===== src/rtl/id_exe_reg.sv =====
`default_nettype none
// ---------------------------------------------------------------------------
// id_exe_reg : ID/EXE pipeline register with freeze, flush, bubble insertion
//              and saturating issue/bubble performance counters.
// Revision   : 1.0
// ---------------------------------------------------------------------------
module id_exe_reg #(
  parameter int CNT_W = 16
) (
  input  logic              clk,
  input  logic              rst,
  input  logic              freeze,
  input  logic              flush,
  input  logic              hazard,
  input  logic              cond_pass,
  input  logic              wb_en_in,
  input  logic              mem_r_en_in,
  input  logic              mem_w_en_in,
  input  logic              b_in,
  input  logic              s_in,
  input  logic [3:0]        exe_cmd_in,
  input  logic [31:0]       pc_in,
  input  logic [31:0]       val_rn_in,
  input  logic [31:0]       val_rm_in,
  input  logic              imm_in,
  input  logic [11:0]       shift_operand_in,
  input  logic [23:0]       signed_imm_24_in,
  input  logic [3:0]        dest_in,
  input  logic [3:0]        src1_in,
  input  logic [3:0]        src2_in,
  input  logic              carry_in,
  output logic              wb_en_out,
  output logic              mem_r_en_out,
  output logic              mem_w_en_out,
  output logic              b_out,
  output logic              s_out,
  output logic [3:0]        exe_cmd_out,
  output logic [31:0]       pc_out,
  output logic [31:0]       val_rn_out,
  output logic [31:0]       val_rm_out,
  output logic              imm_out,
  output logic [11:0]       shift_operand_out,
  output logic [23:0]       signed_imm_24_out,
  output logic [3:0]        dest_out,
  output logic [3:0]        src1_out,
  output logic [3:0]        src2_out,
  output logic              carry_out,
  output logic              valid_out,
  output logic [CNT_W-1:0]  issue_cnt,
  output logic [CNT_W-1:0]  bubble_cnt
);

  localparam logic [CNT_W-1:0] CNT_MAX = {CNT_W{1'b1}};

  logic do_bubble;
  logic do_load;
  logic do_issue;
  logic [3:0] exe_cmd_clean;

  assign do_bubble     = hazard | ~cond_pass;
  assign do_load       = ~flush & ~freeze;
  assign do_issue      = do_load & ~do_bubble;
  // A branch never carries an EXE command; stop undefined encodings here.
  assign exe_cmd_clean = b_in ? 4'b0000 : exe_cmd_in;

  always_ff @(posedge clk or negedge rst) begin
    if (!rst) begin
      wb_en_out    <= 1'b0;
      mem_r_en_out <= 1'b0;
      mem_w_en_out <= 1'b0;
      b_out        <= 1'b0;
      s_out        <= 1'b0;
      exe_cmd_out  <= 4'b0000;
      valid_out    <= 1'b0;
    end else if (flush || (do_load && do_bubble)) begin
      wb_en_out    <= 1'b0;
      mem_r_en_out <= 1'b0;
      mem_w_en_out <= 1'b0;
      b_out        <= 1'b0;
      s_out        <= 1'b0;
      exe_cmd_out  <= 4'b0000;
      valid_out    <= 1'b0;
    end else if (do_issue) begin
      wb_en_out    <= wb_en_in;
      mem_r_en_out <= mem_r_en_in;
      mem_w_en_out <= mem_w_en_in;
      b_out        <= b_in;
      s_out        <= s_in;
      exe_cmd_out  <= exe_cmd_clean;
      valid_out    <= 1'b1;
    end
  end

  // Bubbles still load data and tags so forwarding compares stay coherent.
  always_ff @(posedge clk or negedge rst) begin
    if (!rst) begin
      pc_out            <= 32'h0;
      val_rn_out        <= 32'h0;
      val_rm_out        <= 32'h0;
      imm_out           <= 1'b0;
      shift_operand_out <= 12'h0;
      signed_imm_24_out <= 24'h0;
      dest_out          <= 4'h0;
      src1_out          <= 4'h0;
      src2_out          <= 4'h0;
      carry_out         <= 1'b0;
    end else if (flush) begin
      pc_out            <= 32'h0;
      val_rn_out        <= 32'h0;
      val_rm_out        <= 32'h0;
      imm_out           <= 1'b0;
      shift_operand_out <= 12'h0;
      signed_imm_24_out <= 24'h0;
      dest_out          <= 4'h0;
      src1_out          <= 4'h0;
      src2_out          <= 4'h0;
      carry_out         <= 1'b0;
    end else if (!freeze) begin
      pc_out            <= pc_in;
      val_rn_out        <= val_rn_in;
      val_rm_out        <= val_rm_in;
      imm_out           <= imm_in;
      shift_operand_out <= shift_operand_in;
      signed_imm_24_out <= signed_imm_24_in;
      dest_out          <= dest_in;
      src1_out          <= src1_in;
      src2_out          <= src2_in;
      carry_out         <= carry_in;
    end
  end

  always_ff @(posedge clk or negedge rst) begin
    if (!rst) begin
      issue_cnt  <= '0;
      bubble_cnt <= '0;
    end else begin
      if (do_issue && (issue_cnt != CNT_MAX)) begin
        issue_cnt <= issue_cnt + 1'b1;
      end
      if (do_load && do_bubble && (bubble_cnt != CNT_MAX)) begin
        bubble_cnt <= bubble_cnt + 1'b1;
      end
    end
  end

endmodule
`default_nettype wire


===== config.mk =====
export PLATFORM = sky130hd
export DESIGN_NAME = id_exe_reg
export DESIGN_NICKNAME = d
export VERILOG_FILES = /design/src/rtl/id_exe_reg.sv
export SDC_FILE = /design/constraint.sdc
export NUM_CORES = 1
export LEC_CHECK = 0
export CAP_MARGIN = 20
export CORE_MARGIN = 2
export CORE_UTILIZATION = 40
export DETAILED_ROUTE_END_ITERATION = 7
export PLACE_DENSITY_LB_ADDON = 0.1
export SYNTH_ARGS = -nofsm -noshare
export SYNTH_HDL_FRONTEND = slang
export SYNTH_SLANG_ARGS = --single-unit

===== constraint.sdc =====
create_clock -name clk -period 2.3 [get_ports clk]
set_input_delay 0.345 -clock clk [delete_from_list [all_inputs] [get_ports clk]]
set_output_delay 0.345 -clock clk [all_outputs]
set_load 0.01 [all_outputs]

==> impl_metrics.json, run 1 <==
{
  "outcome": "completed",
  "area_overhead_of_the_layout_relative_to_synthesis_pct": 56.6,
  "die_w_microns": 143,
  "worstPathBufferInverterCount": 1,
  "p_comb_frac": 0.181,
  "crit_path_end": "bubble_cnt[11]",
  "hold_class": "input port to register",
  "rsz0062_at_grt": "no",
  "pre_cts_ws_ns": 0.0462,
  "syn_avg_cell_area_sq_um": 12.0,
  "netSwitchingPower_mw": 2.10,
  "critical_path.top_delay_family": "buffers and inverters",
  "finalInstanceArea_sq_mm": 0.0122,
  "yosys_register_bits": 188,
  "worstMarginPinSlew_ns": 0.896,
  "initial_utilization": 0.404,
  "cts_setup_buffers": 0,
  "setup.worst_path.end_class": "output pin",
  "vias_per_cell": 4.79,
  "timing.critical_path.required_ns": 1.96,
  "worst_setup_hold_path_clk_slew_ns": 0.07,
  "post_synth_inst_count": 646,
  "max-slew-margin-rel": 0.403,
  "finalHoldWorstSlack_ns": 0.398,
  "drt-total-wl_microns": 22000,
  "switching_share": 0.258,
  "clockRootBuffer": "clkbuf_16",
  "cellLeakagePower_nw": 5.64,
  "grt_use_total": 0.205,
  "worst_setup_path_startpoint": "bubble_cnt[11]",
  "pwr-share-clk": 0.361,
  "wire_length_of_the_first_global_routing_pass_microns": 32500,
  "slew_violations": 0,
  "numPlacedInstances": 1237,
  "finalNonFillerCells": 1270,
  "worst-path-max-fanout": 7,
  "worst_r2r_startpoint": "issue_cnt[0]",
  "grt_antenna_before_repair": 1,
  "p_int_mw": 6.04,
  "initial_drt_pass_iterations": 4,
  "dpl.hpwl_microns": 15500,
  "setup-tns-final_ns": 0,
  "timing.final.setup_violations": 0,
  "synthDistinctLibCells": 39,
  "cts_inserted_buffers": 17,
  "ir_worst_vdd_uv": 546,
  "cts_tree": "done",
  "post_cts_resize_count": 0,
  "via_count": 6081,
  "core.rowCount": 51,
  "antenna-diode-count": 0,
  "worst_setup_path_start_kind": "register",
  "critical-path-slowest-cell": "clkdlybuf4s50_1",
  "fp.coreArea_sq_mm": 0.0193,
  "netlist_area_sq_mm": 0.00778,
  "synthesis.yosys.warnings": 0,
  "port-buffer-count": 348,
  "portion_of_the_clock_cycle_consumed_by_the_worst_path_in_the_final_layout": 0.818,
  "seq_power_share": 0.459,
  "worst_path_largest_cell_delay_ns": 0.61,
  "ctsLongestPathBuffers": 2,
  "final_core_util": 0.632,
  "post_dp_cell_area_sq_mm": 0.0116,
  "vias_in_the_first_global_route": 5847,
  "nets": 1155,
  "chipHeight_microns": 143,
  "cts_num_sinks": 188,
  "r2r_end": "issue_cnt[12]",
  "dr.first_iter.drc_count": 328,
  "cp.arrival_ns": 1.54,
  "largest_net_degree_at_the_start_of_global_routing": 147,
  "die-area_sq_mm": 0.0206,
  "syn-num-nets": 809,
  "finalHoldViolations": 0,
  "pwr_total_mw": 8.13,
  "power.density_cell_area_mw_per_mm2": 668,
  "route.detailed.wl_per_inst_microns": 17.3,
  "gp_congestion": 0.775,
  "number_of_cell_instances_on_the_worst_register_to_register_path": 5,
  "synth_sequential_area_ratio": 0.605,
  "layout_setup_ws_ns": 0.419,
  "finalCriticalPeriod_ns": 1.88,
  "setup.reg_to_reg.worst_slack_ns": 0.58,
  "clkLatencyLatePin_ns": 0.43,
  "cp_cell_sequence": "clkdlybuf4s50_1",
  "detail-route-antenna-nets": 0,
  "path_depth": 1,
  "crit_type": "register to output pin",
  "grt_remaining_overflow": 0,
  "max_clock_freq_mhz": 532,
  "cts_htree_levels": 4,
  "drv.max_cap_violation_count": 0,
  "top_level_port_count": 349,
  "clock-skew-final_ns": 0.00843,
  "final_layout_size_suffix_gt1_frac": 0.0557,
  "drc": 0
}
routing by layer:
metal  wire length [microns]  GRT usage  up-vias
met2                   10600      0.336      222
met5                      13          0        -
met3                    1850     0.0663       29
met1                    9060      0.257     2944
met4                     433     0.0707        2
li1                        -          -     2884
cells by family (layout without fill, tap and decap cells):
group / count (synthesis) / in the layout / synth area share
AO/OA/AOI/OAI: 15 / 15 / 0.0156
adder cells (fa/ha/maj): 2 / 2 / 0.00322
AND/OR/NAND/NOR: 229 / 229 / 0.132
buffers and inverters: 35 / 394 / 0.0203
flip-flops: 188 / 188 / 0.605
XOR/XNOR: 28 / 28 / 0.0315
multiplexers: 149 / 149 / 0.192
worst reg2reg max path: cells and delay by family, from the launching register on:
kind / cells / cell delay, ns
flip-flops: 1 / 0.44
adder cells (fa/ha/maj): 1 / 0.19
AND/OR/NAND/NOR: 3 / 0.66
multiplexers: 1 / 0.32
registers in the layout (all words and copies together), names as in the netlist, 4 cells and up:
signal / cells
src1_out: 4
shift_operand_out: 12
pc_out: 32
val_rm_out: 32
dest_out: 4
exe_cmd_out: 4
issue_cnt: 16
val_rn_out: 32
bubble_cnt: 16
src2_out: 4
signed_imm_24_out: 24
cells in the final DEF, fill, tap and decap left out, drive strengths merged, types with 3 or more instances in the layout:
master and n:
clkinv 5, a22o 9, nand4 10, nor2 157
nand3 10, mux2i 146, xnor2 10, nor3b 3
buf 15, dfrtp 188, nand2 13, nor3 14
and3 4, inv 3, clkdlybuf4s50 345, clkbuf 21
nor4 6, mux2 3, xor2 18
power groups by stage:
stage / clock network (mW) / registers, mW / logic (mW)
after global placement: 0 / 3.79 / 1.48
after CTS: 3.00 / 3.73 / 1.49
after global routing: 3.13 / 3.77 / 1.59
after detailed placement: 0 / 3.79 / 1.48
final: 2.93 / 3.73 / 1.47
after floorplan: 0 / 3.87 / 0.435
area by class of cell:
cell class                      count  area [sq um]
Clock buffer                       20           447
Multi-Input combinational cell    423          2920
Tap cell                          265           332
Fill cell                        1638          7090
Clock inverter                     12           138
Sequential cell                   188          4700
Timing Repair Buffer              362          3640
worst min path at each step:
stage	start	to	slack, ns	depth (start not counted)
2_1_floorplan	rst	b_out	0.05	0
3_3_place_gp	rst	dest_out[1]	0.35	1
3_5_place_dp	rst	dest_out[1]	0.36	1
4_1_cts	flush	valid_out	0.39	4
5_1_grt	flush	b_out	0.42	3
6_report	flush	valid_out	0.40	4
timing repair:
action,CTS,global route
hold buffers,1,0
endpoints found under the hold margin,51,0
endpoints found under the setup margin,0,0
Yosys cell counts:
cell type / instances / share of area
nand3_1: 10 / 0.0064
nor3b_1: 3 / 0.0029
nor2_1: 156 / 0.075
buf_2: 14 / 0.0090
clkbuf_2: 1 / 0.00064
nor2b_1: 1 / 0.00080
buf_6: 1 / 0.0014
mux2i_1: 146 / 0.19
nor4b_1: 1 / 0.0011
nor2_2: 1 / 0.00080
or4b_4: 1 / 0.0018
nor3_1: 13 / 0.0084
nor4_1: 4 / 0.0032
o211ai_1: 2 / 0.0019
or3_1: 1 / 0.00080
dfrtp_1: 188 / 0.60
o21ai_0: 2 / 0.0013
a41oi_1: 1 / 0.0011
a22o_1: 9 / 0.010
buf_1: 6 / 0.0029
nand4_1: 10 / 0.0080
nand2_1: 13 / 0.0063
nand3b_1: 1 / 0.00097
nor4_4: 1 / 0.0027
nor4_2: 1 / 0.0016
mux2_1: 1 / 0.0014
and2_1: 2 / 0.0016
nand2b_1: 1 / 0.00080
o2111ai_1: 1 / 0.0011
or3_4: 1 / 0.0014
xor2_1: 18 / 0.020
nand4b_1: 1 / 0.0011
nor3_2: 1 / 0.0013
or2_2: 2 / 0.0016
ha_1: 2 / 0.0032
and3_1: 4 / 0.0032
clkbuf_1: 13 / 0.0063
xnor2_1: 10 / 0.011
mux2_2: 2 / 0.0029
No activity file was read; power rests on OpenSTA's default activity.
==> run 2: changes to the inputs <==
==> constraint.sdc (replaced) <==
create_clock -name clk -period 1.8 [get_ports clk]
set_input_delay 0.27 -clock clk [delete_from_list [all_inputs] [get_ports clk]]
set_output_delay 0.27 -clock clk [all_outputs]
set_load 0.01 [all_outputs]
==> run 2 against run 1 <==
Compared with the run above:
- die area stayed put
- wire length is 3.5% lower
- core utilization is 1.1 points higher
- power is 29% higher
- critical endpoint is now issue_cnt[9]
- sequential power is 28% higher
- global-route usage is 0.12 points lower
- worst hold slack worse by 0.087 ns
- via count hardly changed
- largest power group unchanged
- non-clock buffer count is 19 higher
- first-iteration DRC count is 22% lower
- largest cell class unchanged
==> impl_metrics.json, run 2 (synthesis results as in run 1) <==
{
  "power.density_cell_area_mw_per_mm2": 847,
  "largest_net_degree_at_the_start_of_global_routing": 149,
  "portion_of_the_clock_cycle_consumed_by_the_worst_path_in_the_final_layout": 0.970,
  "vias_in_the_first_global_route": 5952,
  "via_count": 6086,
  "worst_setup_path_startpoint": "cond_pass",
  "pwr_total_mw": 10.5,
  "chipHeight_microns": 143,
  "worst_setup_path_start_kind": "input port",
  "top_level_port_count": 349,
  "worst_r2r_startpoint": "issue_cnt[0]",
  "final_core_util": 0.643,
  "port-buffer-count": 348,
  "worstMarginPinSlew_ns": 0.723,
  "route.detailed.wl_per_inst_microns": 16.5,
  "setup.worst_path.end_class": "register",
  "fp.coreArea_sq_mm": 0.0193,
  "nets": 1174,
  "finalInstanceArea_sq_mm": 0.0124,
  "finalHoldViolations": 0,
  "netSwitchingPower_mw": 2.80,
  "die-area_sq_mm": 0.0206,
  "number_of_cell_instances_on_the_worst_register_to_register_path": 6,
  "outcome": "completed",
  "dpl.hpwl_microns": 14800,
  "p_comb_frac": 0.188,
  "numPlacedInstances": 1256,
  "gr-max-usage-layer": "met2",
  "global_route_met2_utilization": 0.327,
  "timing.final.setup_violations": 0,
  "switching_share": 0.267,
  "finalNonFillerCells": 1289,
  "post_dp_cell_area_sq_mm": 0.0118,
  "wire_length_of_the_first_global_routing_pass_microns": 32600,
  "slew_violations": 0,
  "multi_input_comb_area_sq_mm": 0.00294,
  "ctsLongestPathBuffers": 2,
  "clkLatencyLatePin_ns": 0.43,
  "clock-skew-final_ns": 0.0109,
  "cp.arrival_ns": 2.06,
  "vias_per_cell": 4.72,
  "p_int_mw": 7.69,
  "cts_inserted_buffers": 17,
  "initial_drt_pass_iterations": 4,
  "r2r_end": "issue_cnt[5]",
  "detail-route-antenna-nets": 0,
  "max-slew-margin-rel": 0.518,
  "initial_utilization": 0.404,
  "max_clock_freq_mhz": 573,
  "cts_setup_buffers": 0,
  "drt-total-wl_microns": 21200,
  "grt_use_total": 0.204,
  "area_overhead_of_the_layout_relative_to_synthesis_pct": 59.3,
  "timing.critical_path.required_ns": 2.11,
  "antenna-diode-count": 0,
  "critical-path-slowest-cell": "or4b_4",
  "worstPathBufferInverterCount": 2,
  "final_layout_size_suffix_gt1_frac": 0.0859,
  "worst_setup_hold_path_clk_slew_ns": 0.07,
  "most_used_cells_in_the_layout_excluding_fill_and_tap_cells": "clkdlybuf4s50_1, dfrtp_1, nor2_1",
  "worst_path_largest_cell_delay_ns": 0.51,
  "layout_top_registers": "pc_out (32), val_rm_out (32), val_rn_out (32)",
  "cts_num_sinks": 188,
  "setup.reg_to_reg.worst_slack_ns": 0.10,
  "cellLeakagePower_nw": 5.78,
  "seq_power_share": 0.453,
  "cp_cell_sequence": "clkdlybuf4s50_1 > or4b_4 > buf_4 > nor4_4 > nand3_1 > xnor2_1",
  "grt_remaining_overflow": 0,
  "drc": 0,
  "cts_tree": "done",
  "dr.first_iter.drc_count": 255,
  "crit_type": "input port to register",
  "mostFrequentLayoutCell": "clkdlybuf4s50_1",
  "drv.max_cap_violation_count": 0,
  "ir_worst_vdd_uv": 625,
  "hold_class": "input port to async pin",
  "final.fill_count": 1552,
  "clockRootBuffer": "clkbuf_16",
  "cts_htree_levels": 4,
  "gp_congestion": 0.790,
  "critical_path.top_delay_family": "simple AND/OR/NAND/NOR gates",
  "worst-path-max-fanout": 10,
  "sequential_cell_area_sq_mm": 0.00471,
  "grt_antenna_before_repair": 0,
  "finalCriticalPeriod_ns": 1.75,
  "grtUsageMet3": 0.0660,
  "core.rowCount": 51,
  "die_w_microns": 143,
  "setup-tns-final_ns": 0,
  "grtUsageMet1": 0.264,
  "pwr-share-clk": 0.359
}
[run 2: stage by stage]
stage,worst slack [ns],hold WS (ns)
after floorplan,0.0225,-0.0256
after global placement,-0.350,0.199
after detailed placement,-0.365,0.199
after CTS,0.0102,0.302
after global routing,-0.000590,0.325
final,0.0540,0.312
[run 2: layer usage]
metal | part of all wire | vias up
li1 | - | 2926
met4 | 0.020 | 0
met2 | 0.49 | 193
met3 | 0.070 | 25
met5 | 0 | -
met1 | 0.42 | 2942
[run 2: what timing repair did]
action	in CTS	in global routing
resized for setup	2	11
endpoints found under the setup margin	2	17
pin swaps	0	1
hold endpoints to repair	30	0
hold buffers	1	0
[run 2: power groups by stage]
stage	Combinational, mW	Sequential (mW)	Clock (mW)
2_1_floorplan	0.556	4.95	0
3_3_place_gp	1.98	4.81	0
3_5_place_dp	1.99	4.81	0
4_1_cts	2.00	4.74	3.86
5_1_grt	2.15	4.80	4.07
6_report	1.97	4.76	3.76
[run 2: area by class of cell]
| cell class | instances | share of cell area |
|---|---|---|
| clock buffers | 18 | 0.0354 |
| clock inverters | 14 | 0.0122 |
| multi-input cells | 423 | 0.237 |
| flip-flops and latches | 188 | 0.380 |
| well taps | 265 | 0.0268 |
| repair buffers | 381 | 0.308 |
[run 2: worst max-delay path by stage]
stage                    endpoint  depth (start not counted)
floorplan           issue_cnt[12]                          5
global placement    issue_cnt[13]                          6
detailed placement  issue_cnt[11]                          6
CTS                 bubble_cnt[2]                          1
global route        bubble_cnt[5]                          1
finish               issue_cnt[9]                          6
